### src/rtl/alu_exec_unit.sv
// Execute-stage ALU with valid/ready handshake and iterative or barrel shifter.
// Define ALU_EXEC_BARREL_SHIFT_EN for single-cycle shifts.
module alu_exec_unit #(
   parameter  int XLEN = 32,
   localparam int SHW  = $clog2(XLEN)
) (
   input  logic            clk,
   input  logic            rst_n,
   input  logic            in_valid,
   output logic            in_ready,
   input  logic [3:0]      alu_ctl,
   input  logic [XLEN-1:0] op_a,
   input  logic [XLEN-1:0] op_b,
   output logic            out_valid,
   input  logic            out_ready,
   output logic [XLEN-1:0] result,
   output logic            zero,
   output logic            illegal
);

   localparam logic [3:0] C_AND = 4'b0000;
   localparam logic [3:0] C_OR  = 4'b0001;
   localparam logic [3:0] C_ADD = 4'b0010;
   localparam logic [3:0] C_SUB = 4'b0110;
   localparam logic [3:0] C_SLL = 4'b0011;
   localparam logic [3:0] C_SRL = 4'b0100;
   localparam logic [3:0] C_SRA = 4'b0101;

   typedef enum logic [1:0] {
      IDLE  = 2'd0,
      SHIFT = 2'd1,
      RESP  = 2'd2
   } state_t;

   state_t          r_state;
   logic [XLEN-1:0] r_result;
   logic            r_zero;
   logic            r_illegal;

   logic [XLEN-1:0] w_res;
   logic            w_legal;
   logic            w_is_shift;
   logic [SHW-1:0]  w_shamt;
   logic            w_accept;

   assign w_shamt  = op_b[SHW-1:0];
   assign in_ready = (r_state == IDLE);
   assign out_valid = (r_state == RESP);
   assign w_accept = in_valid && in_ready;
   assign result   = r_result;
   assign zero     = r_zero;
   assign illegal  = r_illegal;

   always_comb begin
      w_res      = '0;
      w_legal    = 1'b1;
      w_is_shift = 1'b0;
      case (alu_ctl)
         C_AND: w_res = op_a & op_b;
         C_OR:  w_res = op_a | op_b;
         C_ADD: w_res = op_a + op_b;
         C_SUB: w_res = op_a + ~op_b + 1'b1;
`ifdef ALU_EXEC_BARREL_SHIFT_EN
         C_SLL: begin
            w_is_shift = 1'b1;
            w_res      = op_a << w_shamt;
         end
         C_SRL: begin
            w_is_shift = 1'b1;
            w_res      = op_a >> w_shamt;
         end
         C_SRA: begin
            w_is_shift = 1'b1;
            w_res      = XLEN'($signed(op_a) >>> w_shamt);
         end
`else
         // zero-amount shifts pass op_a straight through
         C_SLL, C_SRL, C_SRA: begin
            w_is_shift = 1'b1;
            w_res      = op_a;
         end
`endif
         default: w_legal = 1'b0;
      endcase
   end

`ifdef ALU_EXEC_BARREL_SHIFT_EN
   always_ff @(posedge clk or negedge rst_n) begin
      if (!rst_n) begin
         r_state   <= IDLE;
         r_result  <= '0;
         r_zero    <= 1'b0;
         r_illegal <= 1'b0;
      end else begin
         case (r_state)
            IDLE: begin
               if (w_accept) begin
                  r_result  <= w_res;
                  r_zero    <= (w_res == '0);
                  r_illegal <= !w_legal;
                  r_state   <= RESP;
               end
            end
            RESP: begin
               if (out_ready) r_state <= IDLE;
            end
            default: r_state <= IDLE;
         endcase
      end
   end

   logic w_unused;
   assign w_unused = w_is_shift;
`else
   logic [SHW-1:0]  r_cnt;
   logic [3:0]      r_ctl;
   logic [XLEN-1:0] w_step;

   always_comb begin
      w_step = r_result;
      case (r_ctl)
         C_SLL:   w_step = {r_result[XLEN-2:0], 1'b0};
         C_SRL:   w_step = {1'b0, r_result[XLEN-1:1]};
         C_SRA:   w_step = {r_result[XLEN-1], r_result[XLEN-1:1]};
         default: w_step = r_result;
      endcase
   end

   always_ff @(posedge clk or negedge rst_n) begin
      if (!rst_n) begin
         r_state   <= IDLE;
         r_result  <= '0;
         r_zero    <= 1'b0;
         r_illegal <= 1'b0;
         r_cnt     <= '0;
         r_ctl     <= '0;
      end else begin
         case (r_state)
            IDLE: begin
               if (w_accept) begin
                  if (w_is_shift && (w_shamt != '0)) begin
                     r_result <= op_a;
                     r_cnt    <= w_shamt;
                     r_ctl    <= alu_ctl;
                     r_state  <= SHIFT;
                  end else begin
                     r_result  <= w_res;
                     r_zero    <= (w_res == '0);
                     r_illegal <= !w_legal;
                     r_state   <= RESP;
                  end
               end
            end
            SHIFT: begin
               r_result <= w_step;
               r_cnt    <= r_cnt - 1'b1;
               if (r_cnt == SHW'(1)) begin
                  r_zero    <= (w_step == '0);
                  r_illegal <= 1'b0;
                  r_state   <= RESP;
               end
            end
            RESP: begin
               if (out_ready) r_state <= IDLE;
            end
            default: r_state <= IDLE;
         endcase
      end
   end
`endif

endmodule

### config.mk
export PLATFORM = sky130hd
export DESIGN_NAME = alu_exec_unit
export DESIGN_NICKNAME = d
export VERILOG_FILES = /design/src/rtl/alu_exec_unit.sv
export SDC_FILE = /design/constraint.sdc
export NUM_CORES = 1
export LEC_CHECK = 0
export BUFFER_PORTS_ARGS = -buffer_cell sky130_fd_sc_hd__buf_2
export CORE_MARGIN = 5
export CORE_UTILIZATION = 35
export CTS_CLUSTER_SIZE = 10
export DETAILED_ROUTE_END_ITERATION = 10
export PLACE_DENSITY = 0.52
export RECOVER_POWER = 50
export SYNTH_ARGS = -nofsm -noshare
export SYNTH_HDL_FRONTEND = slang
export SYNTH_SLANG_ARGS = --single-unit
export TNS_END_PERCENT = 20
### constraint.sdc
create_clock -name clk -period 5.7 [get_ports clk]
set_input_delay 0.855 -clock clk [delete_from_list [all_inputs] [get_ports clk]]
set_output_delay 0.855 -clock clk [all_outputs]
set_load 0.01 [all_outputs]
==> impl_metrics.env <==
export IMPL_setup_ws_ns=0.9904
export IMPL_core_region_area_um2=22710
export IMPL_holdBufCountCts=0
export IMPL_gp_congestion=0.9936
export IMPL_yosysTopAreaCell="ha_1"
export IMPL_required_ns=5.93
export IMPL_worstSkewPairLatency_ns=0.29
export IMPL_worst_ep_arrival_time_ns=4.94
export IMPL_die_w_um=162.1
export IMPL_start_util_pct=35.67
export IMPL_fin_tns_setup_ns=0
export IMPL_post_place_ws_ns=0.6818
export IMPL_busiest_layer="met2"
export IMPL_drc=0
export IMPL_numCtsBuffers=5
export IMPL_ys_flop_type="dfrtp_1"
export IMPL_met1_usage_pct=32.72
export IMPL_syn_nets=1328
export IMPL_endpoint_kind="flip-flop"
export IMPL_crit_type="in -> reg"
export IMPL_crit_path_start_kind="input pin"
export IMPL_clk_path_buf_depth=2
export IMPL_track_usage_pct=21.79
export IMPL_leakage_nw=4.088
export IMPL_power_per_cell_area_nw_per_um2=262.1
export IMPL_worst_r2r_path_depth=12
export IMPL_nets=1393
export IMPL_diodes=0
export IMPL_period_needed_ns=4.710
export IMPL_synthCells=1152
export IMPL_cts_root_buf="clkbuf_16"
export IMPL_die_area_um2=26290
export IMPL_area_growth_pct=11.20
export IMPL_grt_overflow=0
export IMPL_drt_iter0_markers=1116
export IMPL_vias_per_cell=6.106
export IMPL_fmax_ghz=0.2123
export IMPL_avgSynthCellArea_um2=7.033
export IMPL_hold_depth=2
export IMPL_clock_skew_ns=0.006740
export IMPL_io_pins=108
export IMPL_cts_resized=0
export IMPL_crit_family="simple AND/OR/NAND/NOR gates"
export IMPL_seqCellArea_um2=1126
export IMPL_cts_setup_buffers=0
export IMPL_critPathBufInv=2
export IMPL_violations="max-capacitance violations, max-slew violations"
export IMPL_drt_antenna_violating_nets=0
export IMPL_rsz0062_at_grt="no"
export IMPL_cp_depth=15
export IMPL_use_met3_pct=3.426
export IMPL_grt_pass1_wl_mm=47.50
export IMPL_routedWlPerCell_um=19.97
export IMPL_setup_viol=0
export IMPL_port_buffers=107
export IMPL_synthTopCellsByArea="ha_1, dfrtp_1, a21oi_1"
export IMPL_ys_seq_area_share_pct=13.90
export IMPL_fill_cells=2439
export IMPL_critPathMaxStageDelay_ns=0.57
export IMPL_slew_headroom_pct=-69.08
export IMPL_netlist_area_leader_share_pct=15.75
export IMPL_synth_area_um2=8102
export IMPL_grt_start_max_net_pins=46
export IMPL_synth_warnings=0
export IMPL_cap_violations=1
export IMPL_async_flop_share_pct=100.0
export IMPL_first_pass_iters=7
export IMPL_hp_class="reg -> reg"
export IMPL_clk_pin_slew_worst_paths_ns=0.07
export IMPL_ys_seq_elements=45
export IMPL_slew_violations=46
export IMPL_synth_edf_count=0
export IMPL_worst_pin_slew_ns=2.536
export IMPL_drive_gt1_share_pct=11.41
export IMPL_clock_sinks=45
export IMPL_grt_pass1_vias=8462
export IMPL_path_max_fanout=13
export IMPL_outcome="finished with violations"
export IMPL_wl_mm=30.02
export IMPL_path_cells="buf_2, inv_1, ha_1, nor2b_1, nor2_1, o31ai_1, o31ai_1, a21oi_1, o32ai_1, nand4_1, nor4_1, nand4_1, or4b_1, nor4_1, a221o_1"
export IMPL_cpMaxStageDelayCell="ha_1"
export IMPL_h_tree_depth=2
export IMPL_grt_antenna_before_repair=0
export IMPL_multi_input_area_um2=6284
export IMPL_vias=9178
export IMPL_dpl_hpwl_mm=23.81
export IMPL_die_h_um=162.1
export IMPL_use_met2_pct=33.33
export IMPL_hold_viol=0
export IMPL_yosysUniqueCellTypes=72
export IMPL_rows=55
export IMPL_cts_tree="done"
export IMPL_fin_crit_sh_pct=82.63
export IMPL_vdd_drop_max_mv=0.2209
## layer usage
metal / share of wire [%] / up-vias
met5: 0 / -
met4: 1.3 / 0
met3: 9.2 / 38
met2: 43 / 436
met1: 47 / 4325
li1: - / 4379
## state kept, by name, indices dropped and copies added, names as in the netlist
name	flops
result	32
r_cnt	5
r_ctl	4
r_state	2
illegal	1
zero	1
## power breakdown
part / switching, mW / leakage [nW] / total [mW] / internal, mW
registers: 0.179 / 0.576 / 0.625 / 0.446
clock network: 0.129 / 0.0768 / 0.304 / 0.175
logic: 0.911 / 3.43 / 1.43 / 0.521
total: 1.22 / 4.09 / 2.36 / 1.14
## worst register-to-register path: stages (launching register included)
cell and delay (ns):
dfrtp_1 0.43, nor2_1 0.18, and2_1 0.15, buf_4 0.25
nand2_1 0.06, or4_1 0.44, a211oi_1 0.24, nand4_1 0.13
nor4_1 0.39, nand4_1 0.14, or4b_1 0.51, nor4_1 0.31
a221o_1 0.19
## cells in the final DEF (no fill, tap or decap), drive strengths merged, types with 6 or more instances in the layout
| cell | Yosys | routed |
|---|---|---|
| nor3 | 25 | 25 |
| a211oi | 25 | 25 |
| buf | 18 | 110 |
| mux2i | 14 | 14 |
| ha | 102 | 102 |
| a22o | 23 | 23 |
| o31ai | 12 | 12 |
| nor2b | 16 | 16 |
| xnor2 | 11 | 11 |
| nand2 | 107 | 107 |
| dfrtp | 45 | 45 |
| xor2 | 7 | 7 |
| a21o | 11 | 11 |
| o21bai | 7 | 7 |
| nor2 | 97 | 97 |
| nand3 | 21 | 21 |
| a221o | 22 | 22 |
| nand3b | 6 | 6 |
| or2 | 9 | 9 |
| a21oi | 124 | 124 |
| inv | 109 | 109 |
| a31oi | 8 | 8 |
| clkbuf | 53 | 25 |
| o21a | 7 | 7 |
| a22oi | 24 | 24 |
| nand4 | 14 | 14 |
| and2 | 9 | 9 |
| o221ai | 22 | 22 |
| o21ai | 71 | 71 |
| nand2b | 12 | 12 |
| o211ai | 18 | 18 |
| nor4 | 20 | 20 |
## cells by family after synthesis
| family | count (synthesis) | share of synthesized area [%] |
|---|---|---|
| multiplexers | 15 | 1.869 |
| AND/OR/NAND/NOR | 355 | 20.82 |
| AO/OA/AOI/OAI | 434 | 36.49 |
| adder cells (fa/ha/maj) | 104 | 16.25 |
| buffers and inverters | 181 | 8.726 |
| flip-flops | 45 | 13.90 |
| XOR/XNOR | 18 | 1.946 |
## worst paths after layout
check,endpoint,slack [ns],from
min reg2reg,r_cnt[4]$_DFFE_PN0P_,0.50,r_cnt[4]$_DFFE_PN0P_
max in group asynchronous,result[3]$_DFFE_PN0P_,2.92,rst_n
max,zero$_DFFE_PN0P_,0.99,op_a[11]
max reg2reg,zero$_DFFE_PN0P_,2.21,r_state[0]$_DFFE_PN0P_
min,r_cnt[4]$_DFFE_PN0P_,0.50,r_cnt[4]$_DFFE_PN0P_
min in group asynchronous,r_state[0]$_DFFE_PN0P_,1.35,rst_n
## cell usage after synthesis, drive strengths merged, types with 12 or more instances
cell,count
a22oi,24
clkbuf,53
buf,18
o21ai,71
nor2,97
nor4,20
a21oi,124
o221ai,22
mux2i,14
a221o,22
o31ai,12
nor3,25
dfrtp,45
nand2,107
a211oi,25
ha,102
o211ai,18
a22o,23
nor2b,16
nand4,14
nand3,21
nand2b,12
inv,109
## area by class of cell
class | count | area share, %
clock inverter | 2 | 0.1528
sequential | 45 | 12.50
inverter | 110 | 4.583
timing repair buffer | 129 | 7.514
tap | 285 | 3.958
multi-input combinational | 926 | 69.75
clock buffer | 6 | 1.542
## stage by stage
step / cells / cell area [um2] / util, % / power, mW / hold WS (ns)
detailed placement: 1495 / 8880 / 39.10 / 2.047 / 0.4815
floorplan: 1152 / 8102 / - / 1.539 / 0.4599
CTS: 1503 / 9032 / 39.77 / 2.354 / 0.5037
global placement: 1495 / 8880 / 39.10 / 2.049 / 0.4860
finish: 1503 / 9009 / 39.67 / 2.361 / 0.5042
global route: 1503 / 9009 / 39.67 / 2.535 / 0.5095
No activity file was read; power rests on OpenSTA's default activity.
